## config.mk

```make
export PLATFORM = sky130hd
export DESIGN_NAME = beamformer_sequencer
export DESIGN_NICKNAME = d
export VERILOG_FILES = /design/src/rtl/beamformer_sequencer.sv
export SDC_FILE = /design/constraint.sdc
export NUM_CORES = 1
export LEC_CHECK = 0
export ABC_AREA = 1
export BUFFER_PORTS_ARGS = -buffer_cell sky130_fd_sc_hd__buf_2
export CORE_MARGIN = 1
export CORE_UTILIZATION = 45
export DETAILED_ROUTE_END_ITERATION = 6
export HOLD_SLACK_MARGIN = 0.02
export PLACE_DENSITY = 0.73
export SYNTH_ARGS = -nofsm -noshare
export SYNTH_HDL_FRONTEND = slang
export SYNTH_SLANG_ARGS = --single-unit
```

## constraint.sdc

```tcl
create_clock -name clk -period 2.2 [get_ports clk]
set_clock_uncertainty 0.2 [all_clocks]
set_input_delay 0.11 -clock clk [delete_from_list [all_inputs] [get_ports clk]]
set_output_delay 0.11 -clock clk [all_outputs]
set_load 0.01 [all_outputs]
```

## src/rtl/beamformer_sequencer.sv

```systemverilog
// beamformer_sequencer: frame sequencer driving brambeamformer load/filter/flush/beamform/sum flow
module beamformer_sequencer #(
  parameter int SIG_AW    = 11,
  parameter int N_SIG     = 2048,
  parameter int SUM_AW    = 10,
  parameter int N_SUM     = 540,
  parameter int LOAD_CYC  = 2,
  parameter int FLUSH_CYC = 6,
  parameter int IDX_W     = 16,
  parameter int IDX_INIT  = -2
) (
  input  logic              clk,
  input  logic              rst,
  input  logic              go,
  output logic              busy,
  output logic              done,
  input  logic              valid_out,
  input  logic              usedataflag,
  output logic              bf_rst,
  output logic              start,
  output logic              signalinen,
  output logic [SIG_AW-1:0] signal_address,
  output logic [SIG_AW-1:0] readin_address,
  output logic [SUM_AW-1:0] sumout_address,
  output logic              filter_bram_output_write_en,
  output logic              output_read_en,
  output logic              startbeamformer,
  output logic              sumouten,
  output logic [IDX_W-1:0]  sample_index,
  output logic [1:0]        slice_state
);
  typedef enum logic [2:0] {IDLE, LOADIN, FILTER, FLUSH, BEAMFORM, SUM, DONE} state_t;
  state_t state, state_n;
  logic [3:0] cnt;
  logic prev_ud, fall, cnt_end, sig_end, sum_end, flush_exit, stay_bf;
  logic [1:0] slice_n;
  assign fall = (state == BEAMFORM) & prev_ud & ~usedataflag;
  assign cnt_end = cnt == 4'(state == LOADIN ? LOAD_CYC - 1 : FLUSH_CYC - 1);
  assign sig_end = signal_address == SIG_AW'(N_SIG - 1);
  assign sum_end = sumout_address == SUM_AW'(N_SUM - 1);
  assign flush_exit = (state == FLUSH) & cnt_end;
  assign stay_bf = (state == BEAMFORM) & (state_n == BEAMFORM);
  assign slice_n = stay_bf ? slice_state + 2'd1 : 2'd0;
  assign filter_bram_output_write_en = valid_out & ((state == FILTER) | (state == FLUSH));
  // next-state selection for the frame flow
  always_comb begin
    state_n = state;
    case (state)
      IDLE:     state_n = go ? LOADIN : IDLE;
      LOADIN:   state_n = cnt_end ? FILTER : LOADIN;
      FILTER:   state_n = sig_end ? FLUSH : FILTER;
      FLUSH:    state_n = cnt_end ? BEAMFORM : FLUSH;
      BEAMFORM: state_n = (fall & sum_end) ? SUM : BEAMFORM;
      SUM:      state_n = sum_end ? DONE : SUM;
      DONE:     state_n = IDLE;
      default:  state_n = IDLE;
    endcase
  end
  // state register, counters and registered control outputs
  always_ff @(posedge clk) begin
    if (rst) begin
      state           <= IDLE;
      cnt             <= '0;
      prev_ud         <= 1'b0;
      busy            <= 1'b0;
      done            <= 1'b0;
      bf_rst          <= 1'b0;
      start           <= 1'b0;
      signalinen      <= 1'b0;
      output_read_en  <= 1'b0;
      startbeamformer <= 1'b0;
      sumouten        <= 1'b0;
      signal_address  <= '0;
      readin_address  <= '0;
      sumout_address  <= '0;
      sample_index    <= IDX_W'(IDX_INIT);
      slice_state     <= 2'd0;
    end else begin
      state           <= state_n;
      cnt             <= (state_n == state && (state == LOADIN || state == FLUSH)) ? cnt + 4'd1 : 4'd0;
      prev_ud         <= (state == BEAMFORM) & usedataflag;
      busy            <= state_n != IDLE;
      done            <= state_n == DONE;
      bf_rst          <= state_n inside {LOADIN, FILTER, FLUSH};
      start           <= state_n inside {FILTER, FLUSH};
      signalinen      <= state_n inside {LOADIN, FILTER, FLUSH};
      output_read_en  <= state_n == BEAMFORM;
      startbeamformer <= state_n == BEAMFORM;
      sumouten        <= state_n == SUM;
      signal_address  <= state == FILTER ? signal_address + 1'b1 :
                         state == LOADIN ? '0 : signal_address;
      readin_address  <= (flush_exit || (state == IDLE && go)) ? '0 :
                         ((state == FILTER || state == FLUSH) && valid_out) ? readin_address + 1'b1 :
                         (stay_bf && slice_n == 2'd3) ? readin_address + 1'b1 : readin_address;
      sumout_address  <= state == FLUSH ? '0 :
                         (fall || state == SUM) ? (sum_end ? '0 : sumout_address + 1'b1) : sumout_address;
      sample_index    <= flush_exit ? IDX_W'(IDX_INIT) :
                         slice_n != 2'd0 ? sample_index + 1'b1 : sample_index;
      slice_state     <= slice_n;
    end
  end
endmodule
```

Word-level counts from Yosys, hierarchy flattened --
Index checks and enable logic that the tools add are counted.
Word-level totals: memories 0, ROM bits 0, flip-flop bits (word level) 64, input port bits 5, RAM bits 0, output and inout bits 59, bits in latches 0
Operators by class: multipliers 0, div/mod/pow operators 0, reduce and logical (&&, ||, !) cells 19, bitwise operators 10, muxes and demuxes 14, add/sub/neg operators 6, $lt $le $gt $ge 0, shift-type cells 0, equality and inequality tests 16
Operator list (count):
- two-way mux 11 bit | 4
- adder 11 x 1 -> 11 bit (second input constant) | 2
- one-hot mux 3 bit (6 select lines) | 1
- adder 16 x 1 -> 16 bit (second input constant) | 1
- == test 3 bit (second input constant) | 5
- == test 3 x 2 -> 1 bit (second input constant) | 4
- == test 11 bit (second input constant) | 1
- adder 10 x 1 -> 10 bit (second input constant) | 1
- == test 10 bit (second input constant) | 1
- two-way mux 10 bit | 1
- nonzero test 2 bit | 4
- OR reduction 2 bit | 4
- AND 1 bit | 7
- == test 3 x 1 -> 1 bit (second input constant) | 2
- two-way mux 2 bit | 3
- two-way mux 3 bit | 2
- nonzero test 3 bit | 2
- adder 4 x 1 -> 4 bit (second input constant) | 1
- == test 4 x 3 -> 1 bit | 1
- logical AND 1 bit | 4
- logical OR 1 bit | 4
- == test 3 bit | 1
- zero test 3 bit | 1
- two-way mux 1 bit | 3
- other kinds (4) | 5

Depth between registers and ports, before layout --
word-level depth 13, mapped depth 14, depth with buffers taken out 14

Worst setup path before layout --
No wires, ideal clock.
path type reg2reg, from register sumout_address[1], to register sample_index[12], data arrival time 1738 ps, period minus slack after synthesis 2070 ps, path slack 130 ps, setup time 132 ps, stages on the path, launching flop included 14, cells stage by stage dfxtp_1 -> ha_1 -> inv_1 -> nor2_1 -> nand3_1 -> nand2_1 -> nand2_2 -> nor2_4 -> nand2_4 -> nor2_8 -> nand3_4 -> buf_6 -> o21ai_1 -> nand3_1
On the way: cells in the longest elaborated chain, start to end 8
Ends and longest elaborated chain:
- start: declaration | RTL line 24 | output logic [SUM_AW-1:0] sumout_address,
- start signal: assignment | RTL line 95 | sumout_address <= state == FLUSH ? '0 :
- == test 10 bit (*) | RTL line 40 | assign sum_end = sumout_address == SUM_AW'(N_SUM - 1);
- AND 1 bit | RTL line 53 | BEAMFORM: state_n = (fall & sum_end) ? SUM : BEAMFORM;
- two-way mux 1 bit | RTL line 53
- one-hot mux 3 bit (6 select lines) (*) | RTL line 48 | case (state)
- == test 3 bit (*) | RTL line 42 | assign stay_bf = (state == BEAMFORM) & (state_n == BEAMFORM);
- AND 1 bit (*) | RTL line 42
- two-way mux 2 bit (*) | RTL line 43 | assign slice_n = stay_bf ? slice_state + 2'd1 : 2'd0;
- nonzero test 2 bit (*) | RTL line 98 | slice_n != 2'd0 ? sample_index + 1'b1 : sample_index;
- end signal: assignment | RTL line 76 | sample_index <= IDX_W'(IDX_INIT);
- end signal: assignment | RTL line 97 | sample_index <= flush_exit ? IDX_W'(IDX_INIT) :
- end: declaration | RTL line 29 | output logic [IDX_W-1:0] sample_index,
Mark *: on every way between the ends. The rest lies on a longest branch, timed or not. A chain may end at the register's enable or synchronous reset.

Worst setup path in the final report --
from register sumout_address[0], to register sample_index[4]
The elaborated chain is that of the path after synthesis.

==> results.md <==
- CTS sink cnt: 64
- Total number of vias: 3156
- CP max FO: 7
- Max incr delay on CP: about 0.34 ns
- Die Wd: 89.3 um
- Via density: between 4 and 5
- Placed cell area: between 3000 and 4000 um2
- Area Growth Syn to Fin: 25.9%
- Number of port buffers: between 60 and 70
- Mean area per synthesized cell: about 8 um2
- Critical Path End Type: flop
- Syn Nets: between 400 and 500
- Initial Util: between 40% and 50%
- Unrepaired setup endpoints after global routing: true
- Crit Reg-Reg Startpoint: sumout_address[0]
- Clock power share: a little under half
- CP Cell Sequence: ha_4 -> buf_6 -> nand3_2 -> nor2_1 -> nand3_1 -> nand2_2 -> nor2_4 -> nand2_4 -> nor2_8 -> buf_4 -> nand3_2 -> o21ai_1 -> nand3_1
- Remaining Overflow, GRT: 0
- Slack of the worst reg-to-reg path: approximately 0.035 ns
- Worst setup path class: reg2reg
- Non-Filler Instances: roughly 640
- Most frequent cell after synthesis: dfxtp_1
- Initial antenna violation count: 0
- Wire length per cell: approximately 12 um
- R2R Path End: sample_index[4]
- Register area share after synthesis: between 30% and 40%
- Die Y: about 89 um
- Diode count: 0
- Synthesized cell area: between 3000 and 4000 um2
- Min-delay src: go
- Layout cell share with drive strength beyond 1: a little over a third
- Final worst-path cycle share: between 90% and 100%
- Vias in the first global route: about 2800
- Area leader, netlist: dfxtp_1
- Placer congestion estimate: 0.836
- Layout Utilization: slightly below 60%
- WHS: 0.0780 ns
- # nets final: around 540
- Min Tclk post-route: between 2 and 2.5 ns
- WP buf/inv: 2
- Slew margin rel.: ~65%
- Final max-slew violation count: 0
- Worst skew pair latency: approximately 0.35 ns
- Ports: 64
- Hold path depth: 5
- Combinational power share: 5.9%
- Worst setup SP type: flop
- First-pass GRT wire length: 12.4 mm
- Commonest cells post-synth: dfxtp_1, nand2_1, inv_1, nor2_1, nand3_1
- Post-synth EDFFs: 0
- Ys async rst share: 0%
- Core area: ~7300 um2
- Fmax: ~460 MHz
- Unique masters post-synth: 48
- Pwr Density: 559 nW/um2
- Clock buffer depth: 2
- Sw Ratio: a little under a quarter
- Root Buffer Master: clkbuf_8
- Detailed Route WL: between 7 and 8 mm
- Flops & latches, synth: between 60 and 70
- Post-route DRC: 0
- Row Count: 31
- GRT Total Usage: between 20 and 25%
- Hold Path Sink: state[0]
- First-pass iteration count of the detailed router: 4
- Slowest CP cell: dfxtp_2
- Required @ worst endpoint: roughly 2.2 ns
- R2R depth: 13
- Status: finished clean
- Synth top area share: 37.3%
- Dominant cells by area after synthesis: dfxtp_1, nand2_1, inv_1
- Fillers: about 680
- Largest net degree at the start of global routing: 20
- CTS H-tree lvls: 3
- Crit-path leading delay family: simple AND/OR/NAND/NOR gates
- Switching power: roughly 550 uW
- Seq pwr share: between 40% and 50%
- Leakage: roughly 0.0018 uW
- Detailed placer's ending HPWL: 5.54 mm
- Fin Setup TNS: 0 ns
- Post-synth top flop: dfxtp_1
- Critical path arrival: 2.19 ns
- Ys Warns: 0
- Int Power: 1870 uW
- Iteration-0 DRC Markers: 95
- Post-route ant nets: 0
- CTS Buf Count: 9
- CTS tree: built
- Placed Cells: ~610
- Final Hold Vio Count: 0
- Min-delay worst type: in2reg
- Syn Inst Count: 441
- Die area: roughly 8000 um2
- Max_cap viols: 0
- VDD IR max: 312 uV
- Reg clk slew, reported paths: ~0.07 ns
- Final setup viols: 0
- Worst-Margin Slew: between 0.5 and 0.6 ns
- Cell area after layout: around 4300 um2
## tightest hold or removal path, cell delays in order
cell and delay [ns]:
buf_2 0.11, nand4_1 0.08, inv_1 0.07, nor2_4 0.14, a21oi_1 0.07
## registers in the layout, indices dropped and copies added (netlist names)
name / flops
prev_ud: 1
readin_address: 11
signalinen: 1
start: 1
slice_state: 2
startbeamformer: 1
done: 1
busy: 1
cnt: 4
sumouten: 1
sumout_address: 10
signal_address: 11
state: 3
sample_index: 16
## what timing repair did
item / CTS / global route
pin swaps: 1 / 14
hold endpoints to repair: 13 / 0
gates resized for setup: 4 / 27
setup endpoints to repair: 11 / 27
hold buffers: 3 / 0
buffers inserted: 1 / 7
cloned: 1 / 0
## metrics by stage
step	total power, uW	setup slack, ns
CTS	2420	0.0175
detailed placement	1320	-0.0726
floorplan	1290	0.130
global placement	1320	0.0613
finish	2410	0.0348
global route	2510	-0.0334
## worst max path at each step
stage / startpoint / to / cells past startpoint
final: sumout_address[0] / sample_index[4] / 13
after global routing: sumout_address[2] / sample_index[14] / 14
after CTS: sumout_address[0] / sample_index[10] / 13
after detailed placement: sumout_address[0] / sample_index[10] / 13
after global placement: sumout_address[0] / sample_index[10] / 13
after floorplan: sumout_address[1] / sample_index[12] / 13
## area by class of cell
| cell class | count | area (um2) | area share, % |
|---|---|---|---|
| multi-input combinational | 298 | 1860 | 43.1 |
| sequential | 64 | 1300 | 30.0 |
| timing repair buffer | 91 | 549 | 12.7 |
| inverter | 69 | 269 | 6.23 |
| clock buffer | 14 | 183 | 4.23 |
| tap | 99 | 124 | 2.87 |
| clock inverter | 2 | 35.0 | 0.811 |
## power groups by stage
stage,sequential [uW],combinational [uW],clock [uW]
2_1_floorplan,1200,86.6,0
3_3_place_gp,1200,124,0
3_5_place_dp,1200,125,0
4_1_cts,1170,130,1120
5_1_grt,1170,155,1180
6_report,1170,142,1100
## kinds of logic (layout without fill, tap and decap cells)
kind of cell / after synthesis / in the layout / synth area share [%]
compound gates: 62 / 62 / 12.9
xor+xnor: 19 / 19 / 4.85
fa+ha+maj: 6 / 6 / 2.19
buf+inv: 80 / 176 / 10.5
flops: 64 / 64 / 37.3
simple gates: 210 / 211 / 32.2
## per-layer routing
metal / up-vias / global-route usage [%] / share of wire [%]
met5: - / 0 / 0
met2: 75 / 32.1 / 45
met1: 1429 / 26.2 / 49
li1: 1640 / - / -
met3: 12 / 5.45 / 4.7
met4: 0 / 7.22 / 1.9
## layout by cell type (no fill, tap or decap), drive strengths merged
cell	instances
clkinv	2
dfxtp	64
nand3	40
nor2	49
nand3b	1
a21oi	31
nand4	11
o21ai	10
nor4b	1
or4	1
ha	6
a211oi	6
a2111oi	1
or2	1
xor2	16
o21a	1
bufinv	1
inv	68
o211ai	9
a31oi	1
nor4	6
nand2	78
xnor2	3
and3	1
o21bai	1
nor3	22
dlygate4sd3	3
a221oi	2
buf	88
clkbuf	14
Note: power is estimated with default switching activity, not from simulation.
